--- config.mk ---
export PLATFORM = sky130hd
export DESIGN_NAME = wts_timer
export DESIGN_NICKNAME = d
export VERILOG_FILES = /design/src/rtl/wts_timer_pkg.sv /design/src/rtl/wts_timer_channel.sv /design/src/rtl/wts_timer.sv
export SDC_FILE = /design/constraint.sdc
export NUM_CORES = 1
export LEC_CHECK = 0
export ABC_AREA = 1
export CORE_MARGIN = 2
export CORE_UTILIZATION = 55
export DETAILED_ROUTE_END_ITERATION = 8
export GPL_TIMING_DRIVEN = 0
export PLACE_DENSITY = 0.84
export REMOVE_ABC_BUFFERS = 1
export SETUP_SLACK_MARGIN = 0.3
export SYNTH_ARGS = -nofsm -noshare
export SYNTH_HDL_FRONTEND = slang
export SYNTH_SLANG_ARGS = --single-unit
--- constraint.sdc ---
create_clock -name clk -period 4.2 [get_ports clk]
set_clock_uncertainty 0.1 [all_clocks]
set_input_delay 1.26 -clock clk [delete_from_list [all_inputs] [get_ports clk]]
set_output_delay 1.26 -clock clk [all_outputs]
set_load 0.005 [all_outputs]
--- src/rtl/wts_timer_pkg.sv ---
// wts_timer_pkg: register map, control field layout and shared types for the dual interval timer.
package wts_timer_pkg;

    localparam int CNT_W = 6;

    localparam logic [1:0] ADR_T1_CTRL = 2'd0;
    localparam logic [1:0] ADR_T1_STAT = 2'd1;
    localparam logic [1:0] ADR_T2_CTRL = 2'd2;
    localparam logic [1:0] ADR_T2_STAT = 2'd3;

    localparam int CTRL_EN      = 7;
    localparam int CTRL_ONESHOT = 6;
    localparam int PERIOD_MSB   = 5;
    localparam int PERIOD_LSB   = 0;

    localparam logic [7:0] STATUS_IDLE = 8'h80;

    typedef enum logic [1:0] {
        TMR_IDLE,
        TMR_RUN,
        TMR_EXPIRE
    } tmr_phase_e;

    typedef struct packed {
        logic             en;
        logic             oneshot;
        logic [CNT_W-1:0] period;
    } ctrl_t;

    // Idle status is 80h; pending clears bit7, EN sets bit6.
    function automatic logic [7:0] status_byte(input logic pending, input logic en);
        return STATUS_IDLE ^ {pending, en, 6'b0};
    endfunction

endpackage

--- src/rtl/wts_timer_channel.sv ---
// wts_timer_channel: one programmable interval timer with a read-to-clear expiry flag.
module wts_timer_channel
    import wts_timer_pkg::*;
(
    input  logic       clk,
    input  logic       nreset,
    input  logic       tick,
    input  logic       ctrl_we,
    input  logic [7:0] wdata,
    input  logic       stat_re,
    output logic [7:0] ctrl,
    output logic       pending,
    output logic       en
);

    ctrl_t            ctrl_q, ctrl_d;
    logic [CNT_W-1:0] count_q, count_d;
    logic             pending_q, pending_d;
    tmr_phase_e       phase;
    logic             expire;

    always_ff @(posedge clk or negedge nreset) begin
        if (!nreset) begin
            ctrl_q    <= '0;
            count_q   <= '0;
            pending_q <= 1'b0;
        end else begin
            ctrl_q    <= ctrl_d;
            count_q   <= count_d;
            pending_q <= pending_d;
        end
    end

    // A control write overrides any tick in the same cycle.
    always_comb begin
        ctrl_d    = ctrl_q;
        count_d   = count_q;
        pending_d = pending_q;
        phase     = !ctrl_q.en ? TMR_IDLE : (tick && count_q == '0) ? TMR_EXPIRE : TMR_RUN;
        expire    = !ctrl_we && phase == TMR_EXPIRE;
        if (ctrl_we) begin
            ctrl_d.en      = wdata[CTRL_EN];
            ctrl_d.oneshot = wdata[CTRL_ONESHOT];
            ctrl_d.period  = wdata[PERIOD_MSB:PERIOD_LSB];
            count_d        = wdata[PERIOD_MSB:PERIOD_LSB];
        end else if (tick && phase == TMR_RUN) begin
            count_d = count_q - CNT_W'(1);
        end else if (expire) begin
            ctrl_d.en = ~ctrl_q.oneshot;
            count_d   = ctrl_q.oneshot ? count_q : ctrl_q.period;
        end
        // Expiry beats a same-cycle status read so no event is lost.
        pending_d = expire ? 1'b1 : stat_re ? 1'b0 : pending_q;
    end

    assign ctrl    = ctrl_q;
    assign pending = pending_q;
    assign en      = ctrl_q.en;

endmodule

--- src/rtl/wts_timer.sv ---
// wts_timer: dual interval timer with register decode, registered read data and aggregated /INT.
module wts_timer
    import wts_timer_pkg::*;
(
    input  logic       clk,
    input  logic       nreset,
    input  logic       tick,
    input  logic       wr,
    input  logic       rd,
    input  logic [1:0] address,
    input  logic [7:0] wdata,
    output logic [7:0] rdata,
    output logic       nint
);

    logic [7:0] ctrl1, ctrl2, rd_mux;
    logic       p1, p2, en1, en2;
    logic [7:0] rdata_q, rdata_d;
    logic       nint_q, nint_d;

    wts_timer_channel u_t1 (
        .clk     (clk),
        .nreset  (nreset),
        .tick    (tick),
        .ctrl_we (wr && address == ADR_T1_CTRL),
        .wdata   (wdata),
        .stat_re (rd && address == ADR_T1_STAT),
        .ctrl    (ctrl1),
        .pending (p1),
        .en      (en1)
    );

    wts_timer_channel u_t2 (
        .clk     (clk),
        .nreset  (nreset),
        .tick    (tick),
        .ctrl_we (wr && address == ADR_T2_CTRL),
        .wdata   (wdata),
        .stat_re (rd && address == ADR_T2_STAT),
        .ctrl    (ctrl2),
        .pending (p2),
        .en      (en2)
    );

    always_comb begin
        rd_mux  = address == ADR_T1_CTRL ? ctrl1 :
                  address == ADR_T1_STAT ? status_byte(p1, en1) :
                  address == ADR_T2_CTRL ? ctrl2 :
                  status_byte(p2, en2);
        rdata_d = rd ? rd_mux : rdata_q;
        nint_d  = ~(p1 | p2);
    end

    always_ff @(posedge clk or negedge nreset) begin
        if (!nreset) begin
            rdata_q <= 8'h00;
            nint_q  <= 1'b1;
        end else begin
            rdata_q <= rdata_d;
            nint_q  <= nint_d;
        end
    end

    assign rdata = rdata_q;
    assign nint  = nint_q;

endmodule

# [Yosys cells after proc, flatten, opt, wreduce, memory -nomap -nowiden]
# Cells that the tools add are included.
# Widths: inputs -> output; s select.
[totals] inputBits=15 output_inout_bits=9 ff_bits=39
[op_classes] bitwise_logic=6 addsub=2 reduce_logical=25 eq_ne=11 mux=25
[op_table] cell="$mux 6" count=8
[op_table] cell="$mux 8" count=3
[op_table] cell="$logic_not 6->1" count=2
[op_table] cell="$sub 6x1->6 const B" count=2
[op_table] cell="$logic_and 1x1->1" count=10
[op_table] cell="$mux 1" count=10
[op_table] cell="$eq 2x2->1 const B" count=4
[op_table] cell="$mux 2" count=4
[op_table] cell="$reduce_and 2->1" count=4
[op_table] cell="$reduce_bool 2->1" count=4
[op_table] cell="$eq 2x1->1 const B" count=3
[op_table] cell="$ne 3x2->1 const B" count=2
[op_table] cell="$reduce_bool 3->1" count=2
[op_table] cell="$not 1->1" count=5
[op_table] cell="$ne 2x1->1 const B" count=2
[op_table] cell="$logic_not 1->1" count=2
[op_table] cell="$logic_not 2->1" count=1
[op_table] cell="$or 1x1->1" count=1

# [Longest topological paths before layout]
[logic_depth] word_depth=9 mapped_depth=12 mapped_depth_nobuf=11

# [Cells and area by module]
# Synthesis repeated with hierarchy kept, for this count alone.
[hier_totals] hier_cells=307 hier_area_um2=2303.5
[by_module_without_submodules] module="wts_timer_channel" n_inst=2 cells_each=121 area_each_um2=902.1 seq_area_each_um2=375.4
[by_module_without_submodules] module="wts_timer" n_inst=1 cells_each=65 area_each_um2=499.2 seq_area_each_um2=226.5

# [Worst setup path before layout]
# Ideal clock, no wire load.
[synth_timing] path_kind="input port to flip-flop" from="in address[0]" to="reg u_t1.ctrl_q (netlist bit u_t1.ctrl[5])" setup_ns=0.127 path_slack_ns=1.908 stages=6 t_arrival_ns=2.064 path_cell_list="nor2_2 -> nand2_1 -> buf_4 -> inv_2 -> nor2_1 -> or2_2"
[synth_between] elab_chain_cells=2
[synth_lines] element="start, declared" line="wts_timer.sv:10" text="input logic [1:0] address,"
[synth_lines] element="$logic_not 2->1" line="wts_timer.sv:25" text=".ctrl_we (wr && address == ADR_T1_CTRL),"
[synth_lines] element="$logic_and 1x1->1" line="wts_timer.sv:25"
[synth_lines] element="end signal, assigned" line="wts_timer_channel.sv:28" text="ctrl_q <= ctrl_d;"
[synth_lines] element="end, declared" line="wts_timer_channel.sv:16" text="ctrl_t ctrl_q, ctrl_d;"
# No other way between the ends.
# A chain may end at the register's enable or synchronous reset.

# [Final worst setup path]
[layout_timing] from="in address[1]" to="reg u_t1.count_q[5]"
[layout_between] elab_chain_cells=6 word_cells_on_any_way=8
[layout_lines] element="$logic_not 2->1 *" line="wts_timer.sv:25"
[layout_lines] element="$logic_and 1x1->1 *" line="wts_timer.sv:25"
[layout_lines] element="$logic_not 1->1" line="wts_timer_channel.sv:40" text="expire = !ctrl_we && phase == TMR_EXPIRE;"
[layout_lines] element="$logic_and 1x1->1" line="wts_timer_channel.sv:40"
[layout_lines] element="$reduce_bool 3->1 (no source line)"
[layout_lines] element="$reduce_and 2->1 (no source line)"
[layout_lines] element="end signal, assigned" line="wts_timer_channel.sv:29" text="count_q <= count_d;"
[layout_lines] element="end, declared" line="wts_timer_channel.sv:17" text="logic [CNT_W-1:0] count_q, count_d;"
# Every way passes the cells marked *; elsewhere a longest branch is shown, timed or not.

==> flow_summary.toml <==
[drt]
wire_per_inst_um = 12.84
drtAntennaViolNets = 0
wl_um = 4675
vias = 1900
dr.pass1.iters = 4
drc = 0
vias_per_cell = 5.220
drt_iter0_drc = 150

[power]
p_leak_nw = 1.317
power.total_w = 0.001444
swShare = 0.3726
power_switching_w = 0.0005381
p_int_w = 0.0009062
power_frac_comb = 0.373
p_clk_frac = 0.224
seqPwrFrac = 0.404
ir_drop_uv = 323.6
power_density_nw_per_um2 = 575.4

[sta]
fin_crit_ns = 3.104
drv_slew = 0
fmax_mhz = 322.2
fin_crit_sh = 0.7390
max-slew-margin-rel = 0.4428
tns_ns = 0
hold_violations = 0
rsz0062_at_grt = "no"
tightest_slew_ns = 0.8357
setup_violations = 0

[synthesis]
synth_area_um2 = 2158
netlist-cell-type-count = 29
seq_area_frac_synth = 0.4528
syn_inst = 292
syn_avg_cell_area_um2 = 7.392
ys_ff_latch = 39
synth_warnings = 0

[place]
hpwl_um = 3474
place_congestion = 0.8536
port_buffers = 23
place_inst = 356

[clock_tree]
numCtsBuffers = 5
htreeDepth = 2
path_clk_slew_ns = 0.08
root_buffer = "clkbuf_8"
cts.sinks = 39
cts_tree = "done"
postCtsSetupBuffers = 0
clockBufferDepth = 2
clock_latency_ns = 0.29
cts_resized = 0
ctsHoldBuffers = 0

[setup_path]
cp.required_ns = 4.28
cpMaxStageDelayCell = "clkdlybuf4s50_1"
cp_common_cell = "nand2_1"
cp_max_fo = 12
arrival_ns = 3.19
cp_top_family = "simple AND/OR/NAND/NOR gates"
critPathCaptureType = "flop"
worstPathBufferInverterCount = 2
critPathKind = "in -> reg"
path_cells = "clkdlybuf4s50_1, nor2_2, nand2_1, inv_2, nor2_1, a21oi_1, nand2_1, nand2_1, nand2_1"
max_stage_delay_ns = 0.64
startpoint_type = "primary input"

[die]
pin_count = 24
start_util = 0.5808
die_area_um2 = 4442
rows = 22
die_w_um = 66.65
core_area_um2 = 3716
die_h_um = 66.65

[finish]
syn2layout_area_growth_pct = 16.29
n_fill_cell = 322
final_common_cell = "nand2_1"
antenna_cells = 0
regArea_um2 = 977.2
fin_cells = 364
fin_util = 0.6754
multi_input_area_um2 = 1013
layout_common_cells = "nand2_1, dfrtp_1, nand3_1"
layout-drive-gt1-share = 0.06962
fin_nets = 332

[outcome]
status = "complete, no violations"

[global_routing]
antenna_found_initial = 0
grt_pass1_wl_um = 7955
grt_pass1_vias = 1758
grt_overflow = 0
grt_util_all_layers = 0.2438
grt_max_degree = 40

[hold_path]
min_path_type = "reg -> reg"

[flow_run]
drv_cap = 0
## cell families (layout without fill, tap and decap cells)
kind of cell             after synthesis  in the layout  share of synthesized area
flip-flops                            39             39                     0.4528
buffers and inverters                 38             62                    0.07768
XOR/XNOR                               4              4                    0.01623
adder cells (fa/ha/maj)                2              2                    0.01159
AO/OA/AOI/OAI                         32             32                    0.08464
AND/OR/NAND/NOR                      177            177                     0.3571
## worst reg2reg max path, cell delays in order (launching register included)
cell and delay [ns]:
dfrtp_1 0.40, inv_1 0.12, ha_1 0.20, inv_1 0.05
nor2_1 0.19, nand3_2 0.22, nand2_2 0.28, nand2_1 0.10
nand3_1 0.08, nand2_1 0.07, nand2_1 0.06, nand2_1 0.04
## synthesized netlist by cell type
cell         n  area (um^2)
buf_6        2        22.52
a21oi_1      6        30.03
nand3_2      1        10.01
nand3_4      1        17.52
dfstp_2      1        26.28
buf_2        2        10.01
or2_2        1        6.260
nor2_1      17        63.81
nand4_1      4        25.02
ha_1         2        25.02
o31ai_1      1        7.510
o2111ai_1    1        8.760
nand2_4      2        22.52
o22ai_1      5        31.28
inv_2        2        7.510
clkbuf_1     1        3.750
nand2_2      2        12.51
xnor2_1      4        35.03
inv_1       29        108.9
buf_4        2        15.01
nand3_1     30        150.1
o211ai_1     1        7.510
o21ai_0     14        70.07
a31oi_1      3        18.77
nor2_2       2        12.51
o21ai_2      1        8.760
nand3b_1     3        22.52
nand2_1    114        427.9
dfrtp_1     38        950.9
## final cells by class
class / instances / share of cell area
sequential: 39 / 0.3893
multi-input combinational: 215 / 0.4038
clock inverter: 2 / 0.01396
inverter: 31 / 0.04636
timing repair buffer: 23 / 0.08973
clock buffer: 6 / 0.03290
tap: 48 / 0.02393
## per-layer routing
layer / vias up / track usage / share of wire / wire [um]
li1: 985 / - / - / -
met1: 861 / 0.3278 / 0.46 / 2158
met2: 48 / 0.3963 / 0.47 / 2213
met3: 6 / 0.04899 / 0.050 / 232
met4: 0 / 0.07653 / 0.015 / 71
met5: - / 0 / 0 / 0
## power groups by stage
stage	logic (W)	registers, W	clock network (W)
after detailed placement	0.000536	0.000587	0
after CTS	0.000540	0.000581	0.000329
after floorplan	0.000398	0.000568	0
after global placement	0.000520	0.000584	0
after global routing	0.000626	0.000597	0.000343
final	0.000538	0.000583	0.000323
## metrics by stage
| step | cell area [um^2] | setup slack, ns | hold WS, ns |
|---|---|---|---|
| floorplan | 2107 | 1.814 | 0.2782 |
| global placement | 2397 | 0.8490 | 0.3026 |
| detailed placement | 2392 | 0.8118 | 0.3071 |
| CTS | 2510 | 1.130 | 0.3094 |
| global route | 2510 | 0.9313 | 0.3372 |
| finish | 2510 | 1.096 | 0.3145 |
## state kept, by name, summed over array words and instances, names as in the netlist
register / cells
u_t2.ctrl: 7
u_t2.count_q: 6
u_t2.pending: 1
u_t1.pending: 1
rdata: 8
nint: 1
u_t1.count_q: 6
u_t2.en: 1
u_t1.ctrl: 7
u_t1.en: 1
## final timing paths
| path | start | end | slack (ns) | cells after the start |
|---|---|---|---|---|
| hold / removal | u_t1.pending | nint | 0.31 | 1 |
| hold reg to reg | u_t1.pending | nint | 0.31 | 1 |
| min in group asynchronous | nreset | rdata[3] | 0.96 | 1 |
| setup reg to reg | u_t1.count_q[0] | u_t1.count_q[2] | 2.20 | 11 |
| max in group asynchronous | nreset | u_t2.count_q[3] | 2.51 | 1 |
| setup / recovery | address[1] | u_t1.count_q[5] | 1.10 | 9 |
No activity file was read; power rests on OpenSTA's default activity.
